File: src/rtl/mipi_lane_sequencer.sv
`default_nettype none
// mipi_lane_sequencer -- XO3L MIPI D-PHY TX lane sequencer: power-up LP-11 wait, then LP-01/LP-00/HS bursts.
// Optional macro LANE1_EN: lane 1 carries i_data1 and mirrors lane 0 LP levels. Revision 1.0.
module mipi_lane_sequencer #(
  parameter int T_INIT  = 1080000,
  parameter int T_LPX   = 5,
  parameter int T_PREP  = 4,
  parameter int T_ZERO  = 12,
  parameter int T_TRAIL = 6,
  parameter int T_EXIT  = 10
) (
  input  logic       i_clk,
  input  logic       reset_n,
  input  logic       i_start,
  input  logic       i_valid,
  input  logic [7:0] i_data0,
  input  logic [7:0] i_data1,
  input  logic       i_last,
  output logic       o_ready,
  output logic       o_busy,
  output logic       o_done,
  output logic       o_underrun,
  output logic [7:0] byte_D0,
  output logic [7:0] byte_D1,
  output logic [1:0] lp0_out,
  output logic [1:0] lp1_out,
  output logic       lp0_dir,
  output logic       lp1_dir,
  output logic       hs_clk_en,
  output logic       hs_data_en
);

  typedef enum logic [3:0] {
    S_INIT  = 4'd0,
    S_IDLE  = 4'd1,
    S_LPX   = 4'd2,
    S_PREP  = 4'd3,
    S_ZERO  = 4'd4,
    S_SYNC  = 4'd5,
    S_DATA  = 4'd6,
    S_TRAIL = 4'd7,
    S_EXIT  = 4'd8
  } state_t;

  localparam logic [23:0] C_INIT  = 24'(T_INIT - 1);
  localparam logic [23:0] C_LPX   = 24'(T_LPX - 1);
  localparam logic [23:0] C_PREP  = 24'(T_PREP - 1);
  localparam logic [23:0] C_ZERO  = 24'(T_ZERO - 1);
  localparam logic [23:0] C_TRAIL = 24'(T_TRAIL - 1);
  localparam logic [23:0] C_EXIT  = 24'(T_EXIT - 1);
  localparam logic [7:0]  C_SYNC_BYTE = 8'hB8;

  state_t      state, state_nx;
  logic [23:0] cnt, cnt_nx;
  logic        take;
  logic        cnt_done;
  logic [1:0]  lp_nx;
  logic        ready_nx, underrun_nx, done_nx, busy_nx, hs_clk_nx, hs_data_nx;
  logic [7:0]  d0_nx;

  // Next HS byte for one lane. A DATA cycle without a transfer repeats the
  // current byte; the trailer inverts the last serialized bit (MSB).
  function automatic logic [7:0] lane_byte(input state_t cs, input state_t ns, input logic tk,
                                           input logic [7:0] cur, input logic [7:0] din);
    lane_byte = 8'h00;
    case (ns)
      S_ZERO:  lane_byte = 8'h00;
      S_SYNC:  lane_byte = C_SYNC_BYTE;
      S_DATA:  lane_byte = tk ? din : cur;
      S_TRAIL: lane_byte = (cs == S_DATA) ? {8{~cur[7]}} : cur;
      default: lane_byte = 8'h00;
    endcase
  endfunction

  assign take     = (state == S_DATA) && o_ready && i_valid;
  assign cnt_done = (cnt == 24'd0);

  always_comb begin
    state_nx = state;
    case (state)
      S_INIT:  if (cnt_done) state_nx = S_IDLE;
      S_IDLE:  if (i_start)  state_nx = S_LPX;
      S_LPX:   if (cnt_done) state_nx = S_PREP;
      S_PREP:  if (cnt_done) state_nx = S_ZERO;
      S_ZERO:  if (cnt_done) state_nx = S_SYNC;
      S_SYNC:  state_nx = S_DATA;
      // ready drops after the i_last transfer so the last byte gets its own
      // DATA cycle on the lanes before the trailer starts.
      S_DATA:  if (!o_ready) state_nx = S_TRAIL;
      S_TRAIL: if (cnt_done) state_nx = S_EXIT;
      S_EXIT:  if (cnt_done) state_nx = S_IDLE;
      default: state_nx = S_INIT;
    endcase
  end

  always_comb begin
    cnt_nx = cnt_done ? cnt : cnt - 24'd1;
    if (state_nx != state) begin
      case (state_nx)
        S_LPX:   cnt_nx = C_LPX;
        S_PREP:  cnt_nx = C_PREP;
        S_ZERO:  cnt_nx = C_ZERO;
        S_TRAIL: cnt_nx = C_TRAIL;
        S_EXIT:  cnt_nx = C_EXIT;
        default: cnt_nx = 24'd0;
      endcase
    end
  end

  always_comb begin
    lp_nx       = 2'b00;
    hs_clk_nx   = 1'b0;
    hs_data_nx  = 1'b0;
    busy_nx     = (state_nx != S_IDLE);
    done_nx     = (state == S_EXIT) && (state_nx == S_IDLE);
    ready_nx    = (state_nx == S_DATA) && !(take && i_last);
    underrun_nx = o_underrun;
    d0_nx       = lane_byte(state, state_nx, take, byte_D0, i_data0);
    case (state_nx)
      S_INIT, S_IDLE, S_EXIT: lp_nx = 2'b11;
      S_LPX:                  lp_nx = 2'b01;
      default:                lp_nx = 2'b00;
    endcase
    case (state_nx)
      S_LPX, S_PREP:                  hs_clk_nx = 1'b1;
      S_ZERO, S_SYNC, S_DATA, S_TRAIL: begin
        hs_clk_nx  = 1'b1;
        hs_data_nx = 1'b1;
      end
      default: ;
    endcase
    if ((state == S_IDLE) && (state_nx == S_LPX))
      underrun_nx = 1'b0;
    else if ((state == S_DATA) && o_ready && !i_valid)
      underrun_nx = 1'b1;
  end

  always_ff @(posedge i_clk or negedge reset_n) begin
    if (!reset_n) begin
      state      <= S_INIT;
      cnt        <= C_INIT;
      lp0_out    <= 2'b11;
      hs_clk_en  <= 1'b0;
      hs_data_en <= 1'b0;
      byte_D0    <= 8'h00;
      o_ready    <= 1'b0;
      o_done     <= 1'b0;
      o_underrun <= 1'b0;
      o_busy     <= 1'b1;
    end else begin
      state      <= state_nx;
      cnt        <= cnt_nx;
      lp0_out    <= lp_nx;
      hs_clk_en  <= hs_clk_nx;
      hs_data_en <= hs_data_nx;
      byte_D0    <= d0_nx;
      o_ready    <= ready_nx;
      o_done     <= done_nx;
      o_underrun <= underrun_nx;
      o_busy     <= busy_nx;
    end
  end

  assign lp0_dir = 1'b1;
  assign lp1_dir = 1'b1;

`ifdef LANE1_EN
  logic [7:0] d1_nx;

  always_comb d1_nx = lane_byte(state, state_nx, take, byte_D1, i_data1);

  always_ff @(posedge i_clk or negedge reset_n) begin
    if (!reset_n) begin
      lp1_out <= 2'b11;
      byte_D1 <= 8'h00;
    end else begin
      lp1_out <= lp_nx;
      byte_D1 <= d1_nx;
    end
  end
`else
  logic unused_data1;
  assign unused_data1 = ^i_data1;
  assign lp1_out      = 2'b11;
  assign byte_D1      = 8'h00;
`endif

endmodule
`default_nettype wire

File: config.mk
export PLATFORM = sky130hd
export DESIGN_NAME = mipi_lane_sequencer
export DESIGN_NICKNAME = d
export VERILOG_FILES = /design/src/rtl/mipi_lane_sequencer.sv
export SDC_FILE = /design/constraint.sdc
export NUM_CORES = 1
export LEC_CHECK = 0
export ABC_AREA = 1
export BUFFER_PORTS_ARGS = -buffer_cell sky130_fd_sc_hd__buf_2
export CAP_MARGIN = 20
export CORE_ASPECT_RATIO = 1.1
export CORE_MARGIN = 3
export CORE_UTILIZATION = 45
export CTS_CLUSTER_SIZE = 12
export DETAILED_ROUTE_END_ITERATION = 8
export PLACE_DENSITY = 0.67
export REMOVE_ABC_BUFFERS = 1
export SLEW_MARGIN = 20
export SYNTH_ARGS = -nofsm -noshare
export SYNTH_HDL_FRONTEND = slang
export SYNTH_SLANG_ARGS = --single-unit
File: constraint.sdc
create_clock -name i_clk -period 3.4 [get_ports i_clk]
set_input_delay 0.68 -clock i_clk [delete_from_list [all_inputs] [get_ports i_clk]]
set_output_delay 0.68 -clock i_clk [all_outputs]
set_load 0.1 [all_outputs]
== Word level (Yosys, flattened, before mapping) ==
Cells that the tools add are included.

* Bits in registers: 44
* Input bits: 21
* Output and inout bits: 28
* Logic and storage cells: 70

* Add/sub/neg operators: 1
* Equality and inequality tests: 21
* Multiplexer cells: 19
* Bitwise logic cells: 1
* Reductions and logical operators: 18

{| class="wikitable"
|+ Operators by type and width
! kind !! number
|-
| 24-bit 2-to-1 mux || 2
|-
| 4-bit by 3-bit == test with 1-bit output (second input constant) || 8
|-
| 4-bit one-hot mux with 8 select lines || 1
|-
| 4-bit 2-to-1 mux || 7
|-
| 24-bit logical NOT || 1
|-
| 8-bit one-hot mux with 3 select lines || 1
|-
| 24-bit by 1-bit subtractor with 24-bit output (second input constant) || 1
|-
| 4-bit one-hot mux with 5 select lines || 1
|-
| 4-bit by 2-bit == test with 1-bit output (second input constant) || 4
|-
| 8-bit 2-to-1 mux || 2
|-
| 4-bit by 1-bit == test with 1-bit output (second input constant) || 2
|-
| 4-bit == test (second input constant) || 2
|-
| 4-bit logical NOT || 2
|-
| 1-bit logical AND || 7
|-
| 6-bit OR reduction || 1
|-
| 1-bit 2-to-1 mux || 4
|-
| 2-bit != test (second input constant) || 2
|-
| 4-bit by 1-bit != test with 1-bit output (second input constant) || 1
|-
| 4-bit != test || 1
|-
| 2-bit one-hot mux with 2 select lines || 1
|-
| 4-bit OR reduction || 1
|-
| 3-bit OR reduction || 1
|-
| 1-bit logical NOT || 2
|-
| 2-bit by 1-bit != test with 1-bit output (second input constant) || 1
|-
| other kinds (4) || 4
|}

== Depth between registers and ports, before layout ==
* Depth after elaboration: 6
* Mapped depth: 15

== Worst setup path after synthesis ==
OpenSTA, ideal clock, no wires.

* Kind: reg-to-reg
* From: register cnt[0]
* To: register cnt[23]
* Arrival time: 1.952 ns
* Required time: 3.279 ns
* Path slack: 1.326 ns
* Cell stages (with the launch flop): 16
* Path buffers: 1
* Clock period less this slack: 2.074 ns
* Cell sequence: dfstp_2 > inv_1 > ha_1 > nand2_2 > nor2_4 > nand3_2 > buf_6 > nand2_1 > nor2_1 > nand2_1 > nor2_2 > nand2_1 > nor2_1 > nand2_1 > nand2_1 > nor2_1

* Cells in the longest elaborated chain, start to end: 5
* Elaborated cells on any way between the ends: 12
* Those cells by class: 1 x add/sub; 2 x eq/ne; 8 x mux; 1 x reduce/logical

{| class="wikitable"
|+ RTL lines
! what !! line !! source
|-
| from (decl) || 54 || <nowiki>logic [23:0] cnt, cnt_nx;</nowiki>
|-
| from (signal assigned) || 152 || <nowiki>cnt <= cnt_nx;</nowiki>
|-
| 24-bit logical NOT || 76 || <nowiki>assign cnt_done = (cnt == 24'd0);</nowiki>
|-
| 4-bit 2-to-1 mux (on tied branches) || - ||
|-
| 4-bit one-hot mux with 8 select lines || 80 || <nowiki>case (state)</nowiki>
|-
| 4-bit != test || 98 || <nowiki>if (state_nx != state) begin</nowiki>
|-
| 2-bit by 1-bit != test with 1-bit output (no line) or 24-bit 2-to-1 mux (tied branches) || - ||
|}

Several ways; a longest one is shown, not always the timed one. The select of a mux whose other input is x is not followed.
A chain may end at the register's enable or synchronous reset.

== Worst setup path after layout ==
* From: register cnt[0]
* To: register cnt[21]

* Cells in the longest elaborated chain, start to end: 5
* Elaborated cells on any way between the ends: 12
* Those cells by class: 1 x add/sub; 2 x eq/ne; 8 x mux; 1 x reduce/logical

{| class="wikitable"
|+ RTL lines
! what !! line !! source
|-
| 24-bit logical NOT (*) || 76 ||
|-
| 4-bit 2-to-1 mux (on tied branches) || - ||
|-
| 4-bit one-hot mux with 8 select lines (*) || 80 ||
|-
| via state_nx[1] || 53 || <nowiki>state_t state, state_nx;</nowiki>
|-
| 4-bit != test (*) || 98 ||
|-
| 2-bit by 1-bit != test with 1-bit output (no line) or 24-bit 2-to-1 mux (tied branches) || - ||
|}

Mark *: on every way through the listed nets, which the timed path passes. The rest lies on a longest branch. The select of a mux whose other input is x is not followed.

==> impl_metrics.toml <==
[sta]
setup-tns-final_ns = 0
hold_viol_final = 0
slew_headroom_pct = 35.7
finalCritPeriodShare_pct = 73.9
drv_slew = 0
timing.fmax_mhz = 398
finalSetupViolCount = 0
worstMarginPinSlew_ns = 0.964
skew_ns = 0.0107
min_period_ns = 2.51
rsz0062_at_grt = "false"

[floorplanning]
fp.dieH_um = 85.8
coreArea_um2 = 5500
std_cell_rows = 28
die_area_um2 = 6730
start_util_pct = 47.3
ios = 49
die_x_um = 78.5

[final_layout]
syn_to_final_growth_pct = 9.57
fill_cells = 536
fin_area_um2 = 2850
fin_nets = 386
most-common-layout-cells = "88 x nand2_1, 55 x nor2_1, 28 x inv_1, 28 x dfrtp_1, 28 x buf_2"
antenna_cells = 0
final_common_cell = "nand2_1"
layout-drive-gt1-share_pct = 23.6

[worst_hold_path]
min_path_type = "register to register"

[route]
route.detailed.drc = 0
ant_nets = 0
first_pass_iters = 4
wl_per_cell_um = 11.4
vias = 2091
drt-vias-per-instance = 4.75
drtIter0Drc = 109
finalWirelength_mm = 5.01

[cts]
cts.sinks = 44
cts_buffer_depth = 2
htree_levels = 2
clkTransAtPathRegs_ns = 0.10
post_cts_resized = 0
post-cts-setup-buffer-count = 0
numCtsBuffers = 5
cts_root_buf = "clkbuf_8"
clkLatencyLatePin_ns = 0.31
cts_tree = "yes"
holdBufCountCts = 0

[grt]
grt-ovfl-total = 0
grt_max_degree = 45
antenna_found_initial = 0
grt_pass1_wl_mm = 8.87
grt_use_total_pct = 16.2
grt_pass1_vias = 1964

[yosys]
synth_cell_type_count = 34
syn_area_um2 = 2600
yosysSeqAreaShare_pct = 43.1
async_reset_ff_share_pct = 100
ys_ff_latch = 44
synthCells = 334
synth-edff-count = 0
yosys_warnings = 0
syn_avg_cell_area_um2 = 7.79
synth_flop_cell = "dfrtp_1"

[placed_design]
post_dp_cell_area_um2 = 2760
portBuffers = 28
gp_congestion = 0.823
hpwl_mm = 3.74

[run]
drv_cap = 0

[setup_path]
endpoint_kind = "register"
rrSetupSlack_ns = 0.89
crit_type = "register to register"
critPathArrivalTime_ns = 2.74
start_kind = "register"
worstPathRequired_ns = 3.63
critPathMaxFanout = 24

[status]
run_status = "complete, no violations"
-- synthesized netlist by cell type (all sizes together) (2+ instances only) --
cell type | instances | area [µm²]
dfstp | 16 | 420
or2 | 5 | 31.3
nor3 | 5 | 25.0
nor4 | 2 | 12.5
inv | 29 | 111
nand2 | 100 | 430
nor2 | 67 | 300
a211oi | 2 | 15.0
nand4 | 3 | 18.8
xnor2 | 5 | 43.8
conb | 2 | 7.51
dfrtp | 28 | 701
nand3 | 22 | 128
buf | 15 | 118
xor2 | 9 | 78.8
o21ai | 5 | 25.0
a21oi | 13 | 87.6
-- worst max-delay path, cell delays in order, from the launching register on --
cell	delay, ns
dfstp_2	0.39
inv_1	0.09
ha_1	0.21
nand2_2	0.10
nor2_4	0.17
nand3_2	0.29
nand2_1	0.16
nand2_2	0.16
nand2_1	0.10
nand2_1	0.06
nor2_2	0.17
nand2_4	0.20
inv_1	0.19
nand2_1	0.06
a21oi_1	0.10
-- per-layer routing --
metal | track usage, % | vias to the layer above | routed length (µm) | share of wire (%)
met2 | 28.3 | 45 | 2470 | 49
met5 | 0 | - | 0 | 0
met3 | 3.47 | 5 | 199 | 4.0
li1 | - | 1083 | - | -
met4 | 3.34 | 0 | 42 | 0.84
met1 | 20.6 | 958 | 2300 | 46
-- logic make-up (layout without fill, tap and decap cells) --
group | count (synthesis) | count (layout) | synth area share [%]
flops | 44 | 44 | 43.1
buf+inv | 44 | 65 | 8.80
compound gates | 24 | 24 | 6.06
other cells | 2 | 12 | 0.289
xor+xnor | 14 | 14 | 4.71
simple gates | 205 | 205 | 36.6
fa+ha+maj | 1 | 1 | 0.481
-- state kept, by name, indices dropped and copies added, names as in the netlist --
signal,cells
o_underrun,1
cnt,24
byte_D0,8
hs_data_en,1
lp0_out,2
state,4
o_busy,1
hs_clk_en,1
o_done,1
o_ready,1
-- area by class of cell --
type                       instances  area [µm²]  area share [%]
multi-input combinational        256        1290            45.2
sequential                        44        1120            39.3
timing repair buffer              28         140            4.91
inverter                          29         111            3.91
tap                               75        93.8            3.29
clock buffer                       5        68.8            2.41
clock inverter                     3        26.3           0.921
-- path summary, 6_finish.rpt --
kind | start | endpoint | cells after the start
worst max-delay path | cnt[0]$_DFFE_PN1P_ | cnt[21]$_DFFE_PN0P_ | 14
worst min-delay path | byte_D0[4]$_DFFE_PN0P_ | byte_D0[4]$_DFFE_PN0P_ | 2
worst max register to register | cnt[0]$_DFFE_PN1P_ | cnt[21]$_DFFE_PN0P_ | 14
worst min register to register | byte_D0[4]$_DFFE_PN0P_ | byte_D0[4]$_DFFE_PN0P_ | 2
max in group asynchronous | reset_n | cnt[21]$_DFFE_PN0P_ | 1
min in group asynchronous | reset_n | cnt[8]$_DFFE_PN0P_ | 1
-- stage by stage --
| step | std cells | utilization [%] | hold WS (ns) | setup slack (ns) |
|---|---|---|---|---|
| 2_1_floorplan | 329 | - | 0.384 | 1.31 |
| 3_3_place_gp | 432 | 50.1 | 0.460 | 0.914 |
| 3_5_place_dp | 432 | 50.1 | 0.461 | 0.865 |
| 4_1_cts | 440 | 51.8 | 0.488 | 0.840 |
| 5_1_grt | 440 | 51.8 | 0.509 | 0.554 |
| 6_report | 440 | 51.8 | 0.481 | 0.889 |
Power is left out: the tool's default activity adds up to more than one toggle a clock period on the data nets, which glitch-free logic cannot reach.
